**src/rtl/fetch_pkg.sv**
```systemverilog
// Shared types for the instruction-fetch stage.
// Optional perf counters are enabled with FETCH_PERF_CNT_EN.
package fetch_pkg;

    typedef enum logic [1:0] {
        IDLE,
        REQ,
        HELD,
        DRAIN
    } fetch_state_e;

    localparam logic [31:0] NOP_INSTR = 32'h0;

    typedef struct packed {
        logic [31:0] pc;
        logic [31:0] instr;
        logic        valid;
    } ifid_t;

    localparam ifid_t IFID_BUBBLE = '{
        pc:    32'h0,
        instr: NOP_INSTR,
        valid: 1'b0
    };

endpackage

```
**src/rtl/fetch_if.sv**
```systemverilog
// Instruction-memory request/acknowledge bundle.
// The fetch stage is the master, instruction memory the slave.
interface fetch_if;

    logic        imem_req_o;
    logic [31:0] imem_addr_o;
    logic        imem_ack_i;
    logic [31:0] imem_data_i;

    modport master (
        output imem_req_o,
        output imem_addr_o,
        input  imem_ack_i,
        input  imem_data_i
    );

    modport slave (
        input  imem_req_o,
        input  imem_addr_o,
        output imem_ack_i,
        output imem_data_i
    );

endinterface

```
**src/rtl/fetch_hold_buf.sv**
```systemverilog
// One-entry parking register for a fetched word returned
// while IF/ID is stalled.
module fetch_hold_buf
    import fetch_pkg::*;
(
    input  logic  clk_i,
    input  logic  rst_n_i,
    input  logic  i_load,
    input  logic  i_clr,
    input  ifid_t i_data,
    output ifid_t o_data,
    output logic  o_full
);

    ifid_t r_data;
    logic  r_full;

    always_ff @(posedge clk_i or negedge rst_n_i) begin
        if (!rst_n_i) begin
            r_data <= IFID_BUBBLE;
            r_full <= 1'b0;
        end else if (i_clr) begin
            r_data <= IFID_BUBBLE;
            r_full <= 1'b0;
        end else if (i_load) begin
            r_data <= i_data;
            r_full <= 1'b1;
        end
    end

    assign o_data = r_data;
    assign o_full = r_full;

endmodule

```
**src/rtl/fetch_stage.sv**
```systemverilog
// IF stage: PC register, imem handshake and IF/ID register.
// Define FETCH_PERF_CNT_EN to add stall/bubble/flush counters.
module fetch_stage
    import fetch_pkg::*;
#(
    parameter logic [31:0] RESET_PC = 32'h0000_0000
) (
    input  logic        clk_i,
    input  logic        rst_n_i,
    input  logic        PC_stall_i,
    input  logic        IFID_stall_i,
    input  logic        flush_i,
    input  logic [31:0] target_i,
    fetch_if.master     imem,
    output logic [31:0] IFID_pc_o,
    output logic [31:0] IFID_instr_o,
    output logic        IFID_valid_o
`ifdef FETCH_PERF_CNT_EN
    ,
    output logic [31:0] perf_stall_cnt_o,
    output logic [31:0] perf_bubble_cnt_o,
    output logic [31:0] perf_flush_cnt_o
`endif
);

    fetch_state_e r_state;
    logic [31:0]  r_pc;
    logic [31:0]  r_addr;
    logic         r_req;
    ifid_t        r_ifid;

    logic         w_hold;
    logic         w_ack;
    logic         w_busy;
    logic [31:0]  w_pc4;
    logic [31:0]  w_tgt;
    ifid_t        w_fetched;
    ifid_t        w_buf_q;
    logic         w_buf_full;
    logic         w_buf_ld;
    logic         w_buf_clr;
    logic         w_bub;

    assign w_hold    = PC_stall_i | IFID_stall_i;
    assign w_ack     = imem.imem_ack_i;
    assign w_busy    = (r_state == REQ) || (r_state == DRAIN);
    assign w_pc4     = r_pc + 32'd4;
    assign w_tgt     = target_i & 32'hFFFF_FFFC;
    assign w_fetched = '{pc: w_pc4, instr: imem.imem_data_i, valid: 1'b1};

    assign w_buf_ld  = !flush_i && (r_state == REQ) && w_ack && w_hold;
    assign w_buf_clr = flush_i || ((r_state == HELD) && !w_hold);
    assign w_bub     = flush_i
                     | (!w_hold & (((r_state == REQ) & !w_ack)
                                   | (r_state == DRAIN)));

    fetch_hold_buf u_hold_buf (
        .clk_i   (clk_i),
        .rst_n_i (rst_n_i),
        .i_load  (w_buf_ld),
        .i_clr   (w_buf_clr),
        .i_data  (w_fetched),
        .o_data  (w_buf_q),
        .o_full  (w_buf_full)
    );

    // Flush beats every stall; an unacked request is drained at its old address.
    always_ff @(posedge clk_i or negedge rst_n_i) begin
        if (!rst_n_i) begin
            r_state <= IDLE;
            r_pc    <= RESET_PC;
            r_addr  <= RESET_PC;
            r_req   <= 1'b0;
            r_ifid  <= IFID_BUBBLE;
        end else if (flush_i) begin
            r_ifid <= IFID_BUBBLE;
            r_pc   <= w_tgt;
            r_req  <= 1'b1;
            if (w_busy && !w_ack) begin
                r_state <= DRAIN;
            end else begin
                r_state <= REQ;
                r_addr  <= w_tgt;
            end
        end else begin
            unique case (r_state)
                IDLE: begin
                    r_state <= REQ;
                    r_req   <= 1'b1;
                    r_addr  <= r_pc;
                end
                REQ: begin
                    if (w_ack && w_hold) begin
                        r_state <= HELD;
                        r_req   <= 1'b0;
                    end else if (w_ack) begin
                        r_ifid <= w_fetched;
                        r_pc   <= w_pc4;
                        r_addr <= w_pc4;
                    end else if (!w_hold) begin
                        r_ifid <= IFID_BUBBLE;
                    end
                end
                HELD: begin
                    if (!w_hold && w_buf_full) begin
                        r_ifid  <= w_buf_q;
                        r_pc    <= w_pc4;
                        r_addr  <= w_pc4;
                        r_req   <= 1'b1;
                        r_state <= REQ;
                    end
                end
                DRAIN: begin
                    if (!w_hold) begin
                        r_ifid <= IFID_BUBBLE;
                    end
                    if (w_ack) begin
                        r_state <= REQ;
                        r_addr  <= r_pc;
                    end
                end
                default: begin
                    r_state <= IDLE;
                end
            endcase
        end
    end

    assign imem.imem_req_o  = r_req;
    assign imem.imem_addr_o = r_addr;
    assign IFID_pc_o        = r_ifid.pc;
    assign IFID_instr_o     = r_ifid.instr;
    assign IFID_valid_o     = r_ifid.valid;

`ifdef FETCH_PERF_CNT_EN
    logic [31:0] r_stall_cnt;
    logic [31:0] r_bubble_cnt;
    logic [31:0] r_flush_cnt;

    // Counters stick at all-ones instead of wrapping.
    always_ff @(posedge clk_i or negedge rst_n_i) begin
        if (!rst_n_i) begin
            r_stall_cnt  <= 32'h0;
            r_bubble_cnt <= 32'h0;
            r_flush_cnt  <= 32'h0;
        end else begin
            if (w_hold && (r_stall_cnt != 32'hFFFF_FFFF)) begin
                r_stall_cnt <= r_stall_cnt + 32'd1;
            end
            if (w_bub && (r_bubble_cnt != 32'hFFFF_FFFF)) begin
                r_bubble_cnt <= r_bubble_cnt + 32'd1;
            end
            if (flush_i && (r_flush_cnt != 32'hFFFF_FFFF)) begin
                r_flush_cnt <= r_flush_cnt + 32'd1;
            end
        end
    end

    assign perf_stall_cnt_o  = r_stall_cnt;
    assign perf_bubble_cnt_o = r_bubble_cnt;
    assign perf_flush_cnt_o  = r_flush_cnt;
`else
    logic w_unused_bub;
    assign w_unused_bub = w_bub;
`endif

endmodule

```
**src/flat_wrapper.sv**
```systemverilog
// flat-port wrapper written by rule: the top's interface ports become plain ports
module fetch_stage_flat import fetch_pkg::*;
#(
    parameter logic [31:0] RESET_PC = 32'h0000_0000
)
  (clk_i, rst_n_i, PC_stall_i, IFID_stall_i, flush_i, target_i, IFID_pc_o, IFID_instr_o, IFID_valid_o, imem_imem_req_o, imem_imem_addr_o, imem_imem_ack_i, imem_imem_data_i);
  fetch_if imem_i ();
  input  logic clk_i;
  input  logic rst_n_i;
  input  logic PC_stall_i;
  input  logic IFID_stall_i;
  input  logic flush_i;
  input  logic [31:0] target_i;
  output logic [31:0] IFID_pc_o;
  output logic [31:0] IFID_instr_o;
  output logic IFID_valid_o;
  output wire logic [$bits(imem_i.imem_req_o)-1:0] imem_imem_req_o;
  output wire logic [$bits(imem_i.imem_addr_o)-1:0] imem_imem_addr_o;
  input wire logic [$bits(imem_i.imem_ack_i)-1:0] imem_imem_ack_i;
  input wire logic [$bits(imem_i.imem_data_i)-1:0] imem_imem_data_i;
  assign imem_imem_req_o = imem_i.imem_req_o;
  assign imem_imem_addr_o = imem_i.imem_addr_o;
  assign imem_i.imem_ack_i = imem_imem_ack_i;
  assign imem_i.imem_data_i = imem_imem_data_i;
  fetch_stage #(.RESET_PC(RESET_PC)) u_core (.clk_i(clk_i), .rst_n_i(rst_n_i), .PC_stall_i(PC_stall_i), .IFID_stall_i(IFID_stall_i), .flush_i(flush_i), .target_i(target_i), .imem(imem_i), .IFID_pc_o(IFID_pc_o), .IFID_instr_o(IFID_instr_o), .IFID_valid_o(IFID_valid_o));
endmodule
```
**config.mk**
```make
export PLATFORM = sky130hd
export DESIGN_NAME = fetch_stage_flat
export DESIGN_NICKNAME = d
export VERILOG_FILES = /design/src/rtl/fetch_pkg.sv /design/src/rtl/fetch_if.sv /design/src/rtl/fetch_hold_buf.sv /design/src/rtl/fetch_stage.sv /design/src/flat_wrapper.sv
export SDC_FILE = /design/constraint.sdc
export NUM_CORES = 1
export LEC_CHECK = 0
export ABC_AREA = 1
export CAP_MARGIN = 0
export CELL_PAD_IN_SITES_DETAIL_PLACEMENT = 1
export CELL_PAD_IN_SITES_GLOBAL_PLACEMENT = 1
export CORE_MARGIN = 5
export CORE_UTILIZATION = 30
export DETAILED_ROUTE_END_ITERATION = 8
export PLACE_DENSITY = 0.73
export SLEW_MARGIN = 20
export SYNTH_ARGS = -nofsm -noshare
export SYNTH_HDL_FRONTEND = slang
export SYNTH_SLANG_ARGS = --single-unit
```
**constraint.sdc**
```tcl
create_clock -name clk_i -period 2.5 [get_ports clk_i]
set_clock_uncertainty 0.1 [all_clocks]
set_input_delay 0.25 -clock clk_i [delete_from_list [all_inputs] [get_ports clk_i]]
set_output_delay 0.25 -clock clk_i [all_outputs]
set_load 0.005 [all_outputs]
```
# Word-level counts from Yosys, hierarchy flattened
# Cells that the tools add are included.
# totals
out_inout_bits	98
register_bits	198
# op_classes
n_reduce_logical	22
bitwise	1
n_mux	29
add_sub_neg	1
eq_ne	9
# ops
cell	count
$mux W65	7
$mux W32	7
$pmux W65 S3	1
$pmux W32 S4	1
$pmux W32 S2	1
$add A32 B3 Y32 const B	1
$ne A3 B3 Y1 const B	5
$mux W2	5
$reduce_and A3 Y1	3
$pmux W2 S4	1
$reduce_bool A4 Y1	2
$logic_and A1 B1 Y1	7
$mux W1	5
$reduce_and A5 Y1	1
$eq A2 B2 Y1 const B	2
$reduce_and A4 Y1	1
$logic_not A1 Y1	3
$pmux W1 S3	1
$reduce_bool A3 Y1	1
$eq A2 B1 Y1 const B	1
$logic_not A2 Y1	1
$logic_or A1 B1 Y1	2
$ne A2 B2 Y1 const B	1
$reduce_bool A2 Y1	1
$or A1 B1 Y1	1

# Longest topological paths before layout
# logic_depth
word_depth	6
mapped_depth	12

# Modules after synthesis
# From an unflattened synthesis, not the netlist that was laid out.
# hier_totals
hier_cells	1644
area_unflattened_um2	11692.5
# modules_own_cells
module	area_per_inst_um2	cells_per_inst	n_inst
fetch_stage	9092.5	1358	1
fetch_hold_buf	2600.0	286	1

# Worst setup path before layout
# OpenSTA, ideal clock, no wires.
# synth_path
path_kind	register to register
from	register u_core.r_state[1]
to	register u_core.r_addr[25], in the netlist u_core.imem.imem_addr_o[25]
arrival_ns	1.606
setup_ns	0.121
t_required_ns	2.279
path_stages_with_launch	13
setup_slack_ns	0.672
synth_period_minus_slack_ns	1.828
cell_sequence	dfrtp_1 > inv_1 > ha_1 > inv_2 > nor2_4 > nand3_2 > buf_4 > nand3_4 > inv_2 > buf_6 > or2_1 > inv_1 > a21oi_1
# synth_via
elab_chain_cells	5
# synth_rtl
element	line_no	rtl
start: declaration	fetch_stage.sv:26	fetch_state_e r_state;
start signal: assignment	fetch_stage.sv:70	r_state <= IDLE;
start signal: assignment	fetch_stage.sv:80	r_state <= DRAIN;
start signal: assignment	fetch_stage.sv:82	r_state <= REQ;
$eq A2 B1 Y1 / $eq A2 B2 Y1 (equally long branches)	fetch_stage.sv:46, fetch_stage.sv:86	
$logic_or A1 B1 Y1	fetch_stage.sv:46	assign w_busy = (r_state == REQ) || (r_state == DRAIN);
$logic_and A1 B1 Y1	fetch_stage.sv:79	if (w_busy && !w_ack) begin
$ne A2 B2 Y1 (no source line)	n/a	
$reduce_and A5 Y1 (no source line)	n/a	
end signal: assignment	fetch_stage.sv:83	r_addr <= w_tgt;
end signal: assignment	fetch_stage.sv:90	r_addr <= r_pc;
end signal: assignment	fetch_stage.sv:99	r_addr <= w_pc4;
end: declaration	fetch_stage.sv:28	logic [31:0] r_addr;
# Parallel ways exist; a longest one is shown, timed or not.
# A chain may end at the register's enable or synchronous reset.

# Worst setup path in the final report
# layout_path
from	register u_core.r_state[0]
to	register u_core.r_ifid, in the netlist u_core.IFID_pc_o[8]
# layout_via
elab_chain_cells	3
# layout_rtl
element	line_no	rtl
$eq A2 B1 Y1 / $eq A2 B2 Y1 (equally long branches)	fetch_stage.sv:86	unique case (r_state)
$ne A3 B3 Y1 (no source line) (tied with other cells)	n/a	
$reduce_and A3 Y1 (no source line) / $mux W65 (equally long branches)	n/a	
end signal: assignment	fetch_stage.sv:97	r_ifid <= w_fetched;
end signal: assignment	fetch_stage.sv:106	r_ifid <= w_buf_q;
end: declaration	fetch_stage.sv:30	ifid_t r_ifid;
# Parallel ways exist; a longest one is shown, timed or not.

==> results list <==
- Via count of the routed design: 11100
* Start-to-end type of the worst setup path: reg2reg
* Beginning of the worst register-to-register path: u_core.r_state[0]$_DFFE_PN0P_
- The number of global-route vias before repair came to 11700.
- In this run the cell area measured after placement is 13400 um2.
* Cell taking the most area after synthesis: dfrtp_1
* Critical-path maximum fanout: 61
- The cell count after synthesis came out at 1512.
- Broken down by cell family, the worst path's largest delay share belongs to buffers and inverters.
* Compound-cell area share of the yosys netlist: 20.6%
- Fmax: 0.432 GHz
- In this run the most critical hold path is launched from flush_i.
- The detailed router finished its first iteration with 557 violations.
* CTS tree: yes
- After Yosys synthesis, and, or, nand and nor cells account for 25.6% of the synthesized area.
- The initial antenna violation count is 0.
- In the post-route analysis, the smallest setup slack over all paths is 186 ps.
- On the worst path, the slowest cell contributes a delay of 650 ps.
* Top-count cell post-synth: nand2_1
- VDD sags by at most 498 uV.
- Most frequent cells after synthesis: nand2_1 (412), dfrtp_1 (193), nor2_1 (188)
- Routability congestion estimate from global placement: 0.908
* Number of flops mapped to enable cells by yosys: 0
- Pin count of the biggest net entering global routing: 62
- Synth top area share: 43.9%
- Pwr Density: 1230 nW/um2
* Share of final-layout standard cells stronger than drive strength 1: 7.83%
* Number of port buffers: 165
- Xor/xnor cell area share of the yosys netlist: 0.318%
* Total clock sinks: 193
- Synthesis warning total: 0
- In this run, placement finished with an instance count of 2107.
- Final Hold Violating Endpoints: 0
- STA classifies the critical path endpoint as a flop.
* Routed Antenna Nets: 0
- The worst hold path was traced through 3 stages.
- Pre-CTS worst setup slack: 87.7 ps
- The die covers 40600 um2.
- Final antenna diode count: 0
* Worst path buffer plus inverter count: 2
* CTS root buf: clkbuf_16
- The flow ran to the end, and the final reports show no timing, DRC or antenna violations.
- In this run, CTS created clock tree buffers numbering 17.
- First-pass iteration count of the detailed router: 5
* Kind of start point of the critical path: flop
* Clock latency at the later pin of the worst-skew pair: 470 ps
- Deepest clock path buffer count: 2
* Overall global routing resource usage: 20.2%
* Setup slack of the most critical reg-to-reg path: 190 ps
- Max-cap violations in this run came to 0.
- Once layout is complete, the cells apart from fillers number 2140.
* Die H: 202 um
- For this design, the slowest cell found on the critical path is buf_4.
- In the routed design, unresolved DRC markers number 0.
* Combinational family with the most area after synthesis: simple AND/OR/NAND/NOR gates
- For this run, the post-layout net count is 1734.
- Counting cells, the worst reg-to-reg path comes to 7.
* Number of setup violations in the final report: 0
- Cell Area, Synth: 11000 um2
- Share of the cycle needed by the critical path after routing: 92.5%
* Std-Cell Core Area: 36400 um2
* Multi-input gate area in the final layout: 5220 um2
- After detailed routing, the average wire length per cell comes to 19.4 um.
- Relative to the synthesized area, the layout overhead comes to 27.3%.
- Chip width: 202 um
- Share of synthesized flip-flops with an asynchronous set or reset: 100%
- In this run the critical register-to-register path is captured at u_core.IFID_pc_o[8]$_DFFE_PN0P_.
* Post-Synthesis Mean Instance Area: 7.28 um2
- Share of the yosys chip area belonging to registers: 43.9%
* Total nets after synthesis: 1587
* Share of synthesized cell area in full adder, half adder and majority cells: 0.568%
* Vias per std cell: 5.20
- The worst pin sits at a relative slew slack of 46.6%.
- In this run, distinct cell masters in the synthesized netlist total 40.
- Row generation in the floorplan step produced 70 rows.
- Setup repair after global routing left no endpoint under its margin.
- Total Routed Length: 41600 um
* Clock-pin slew on the worst setup and hold paths: 80 ps
* Wire length of the first global-routing pass: 66200 um
- Among the stages of the critical path, the cell type that occurs most often is o21ai_0.
- Synth top area cells: dfrtp_1 (44%), nand2_1 (14%), nor2_1 (6.4%)
- List of cells traversed by the critical path: inv_1 -> ha_2 -> buf_4 -> a21oi_1 -> o21ai_0 -> nand3_1 -> o21ai_0
* H-tree Lvls: 4
- The wire-length estimate of the detail-placed layout is 28800 um.
* Design Area, Final: 14000 um2
- Multiplexer cells account for 0% of the synthesized area.
- For this run the aggregate overflow at the end of global routing stands at 0.
- The synthesized design contains 193 register bits.
- The final-report max-slew violation count is 0.
* Worst min-delay path endpoint: u_core.imem.imem_req_o$_DFFE_PN0P_
- Most used DFF post-synth: dfrtp_1
- Data arrival time of the critical path: 2580 ps
- During I/O placement, the number of pins put on the boundary was 168.
- Starting density of the core: 30.2%
- Final-layout fill cell count: 4490
- In the final layout, flip-flops and latches occupy 4830 um2.
* Final Critical Period: 2310 ps
- Cell leakage power: 0.00642 uW
- Class of the tightest hold or removal check: in2reg
- Post CTS Setup Buffer Count: 0
- For the pin with the worst max-slew slack, the measured transition is 802 ps.
* Tot Pwr: 17300 uW
* Required arrival time at the worst endpoint: 2760 ps
- After routing, the total negative slack on setup checks comes to 0 ps.
-- placed cells by master, fill, tap and decap left out, drive strengths merged --
| master | n |
|---|---|
| a2bb2oi | 12 |
| a31oi | 4 |
| nor2 | 197 |
| buf | 51 |
| a21oi | 106 |
| or2 | 16 |
| o22ai | 30 |
| bufinv | 2 |
| o21a | 2 |
| ha | 5 |
| and2 | 1 |
| o221ai | 30 |
| dlygate4sd3 | 1 |
| clkdlybuf4s50 | 163 |
| nand4 | 5 |
| nor3 | 1 |
| dfrtp | 193 |
| nand2 | 415 |
| a22o | 35 |
| nand3 | 62 |
| clkbuf | 20 |
| o31ai | 4 |
| a21o | 1 |
| xor2 | 4 |
| o211ai | 6 |
| o21ai | 136 |
| nor3b | 1 |
| clkinv | 5 |
| inv | 164 |
-- flip-flops by register name, summed over array words and instances, names as in the netlist --
register	count
u_core.IFID_instr_o	32
u_core.r_pc	30
u_core.r_state	2
u_core.IFID_valid_o	1
u_core.IFID_pc_o	32
u_core.imem.imem_addr_o	31
u_core.imem.imem_req_o	1
u_core.u_hold_buf.o_data	64
-- layer usage --
metal | global-route usage (%) | wire length (um) | vias up
li1 | - | - | 5253
met1 | 27.5 | 19600 | 5577
met2 | 33.8 | 19800 | 266
met3 | 3.46 | 1670 | 34
met4 | 4.35 | 494 | 0
met5 | 0 | 0 | -
-- how the worst max path moves through the flow --
stage,endpoint,cells after the start,start
6_report,u_core.IFID_pc_o[8]$_DFFE_PN0P_,7,u_core.r_state[0]$_DFFE_PN0P_
4_1_cts,u_core.IFID_pc_o[8]$_DFFE_PN0P_,7,u_core.r_state[0]$_DFFE_PN0P_
3_5_place_dp,u_core.IFID_pc_o[8]$_DFFE_PN0P_,9,IFID_stall_i
3_3_place_gp,u_core.u_hold_buf.o_data[23]$_DFFE_PN0P_,9,IFID_stall_i
5_1_grt,u_core.IFID_pc_o[31]$_DFFE_PN0P_,9,u_core.r_pc[2]$_DFFE_PN0P_
2_1_floorplan,u_core.imem.imem_addr_o[25]$_DFFE_PN0P_,12,u_core.r_state[1]$_DFFE_PN0P_
-- layout make-up --
| type | count | area share, % |
|---|---|---|
| inverters | 158 | 4.23 |
| clock buffers | 19 | 3.23 |
| well taps | 468 | 4.18 |
| multi-input cells | 1073 | 37.2 |
| clock inverters | 13 | 1.18 |
| repair buffers | 216 | 15.5 |
| flip-flops and latches | 193 | 34.5 |
-- worst register-to-register path: stages, from the launching register on --
cell	delay (ps)
dfrtp_1	420
inv_1	100
ha_2	290
buf_4	650
a21oi_1	170
o21ai_0	150
nand3_1	120
o21ai_0	220
-- repair_timing --
action,in CTS,in global routing
hold endpoints to repair,51,0
setup endpoints to repair,0,0
hold buffers,1,0
resized for setup,0,0
-- metrics by stage --
step | utilization [%] | hold slack (ps)
floorplan | - | -146
global placement | 36.7 | 160
detailed placement | 36.7 | 166
CTS | 38.5 | 167
global route | 38.5 | 188
finish | 38.5 | 176
-- logic make-up after synthesis --
kind of cell / Yosys count
simple gates: 698
fa+ha+maj: 5
buf+inv: 246
xor+xnor: 4
compound gates: 366
flops: 193
-- power breakdown --
group          switching (uW)  internal, uW  total, uW
registers                 883          4190       5070
clock network            1430          1580       3010
logic                    5510          3710       9220
Note: power is estimated with default switching activity, not from simulation.
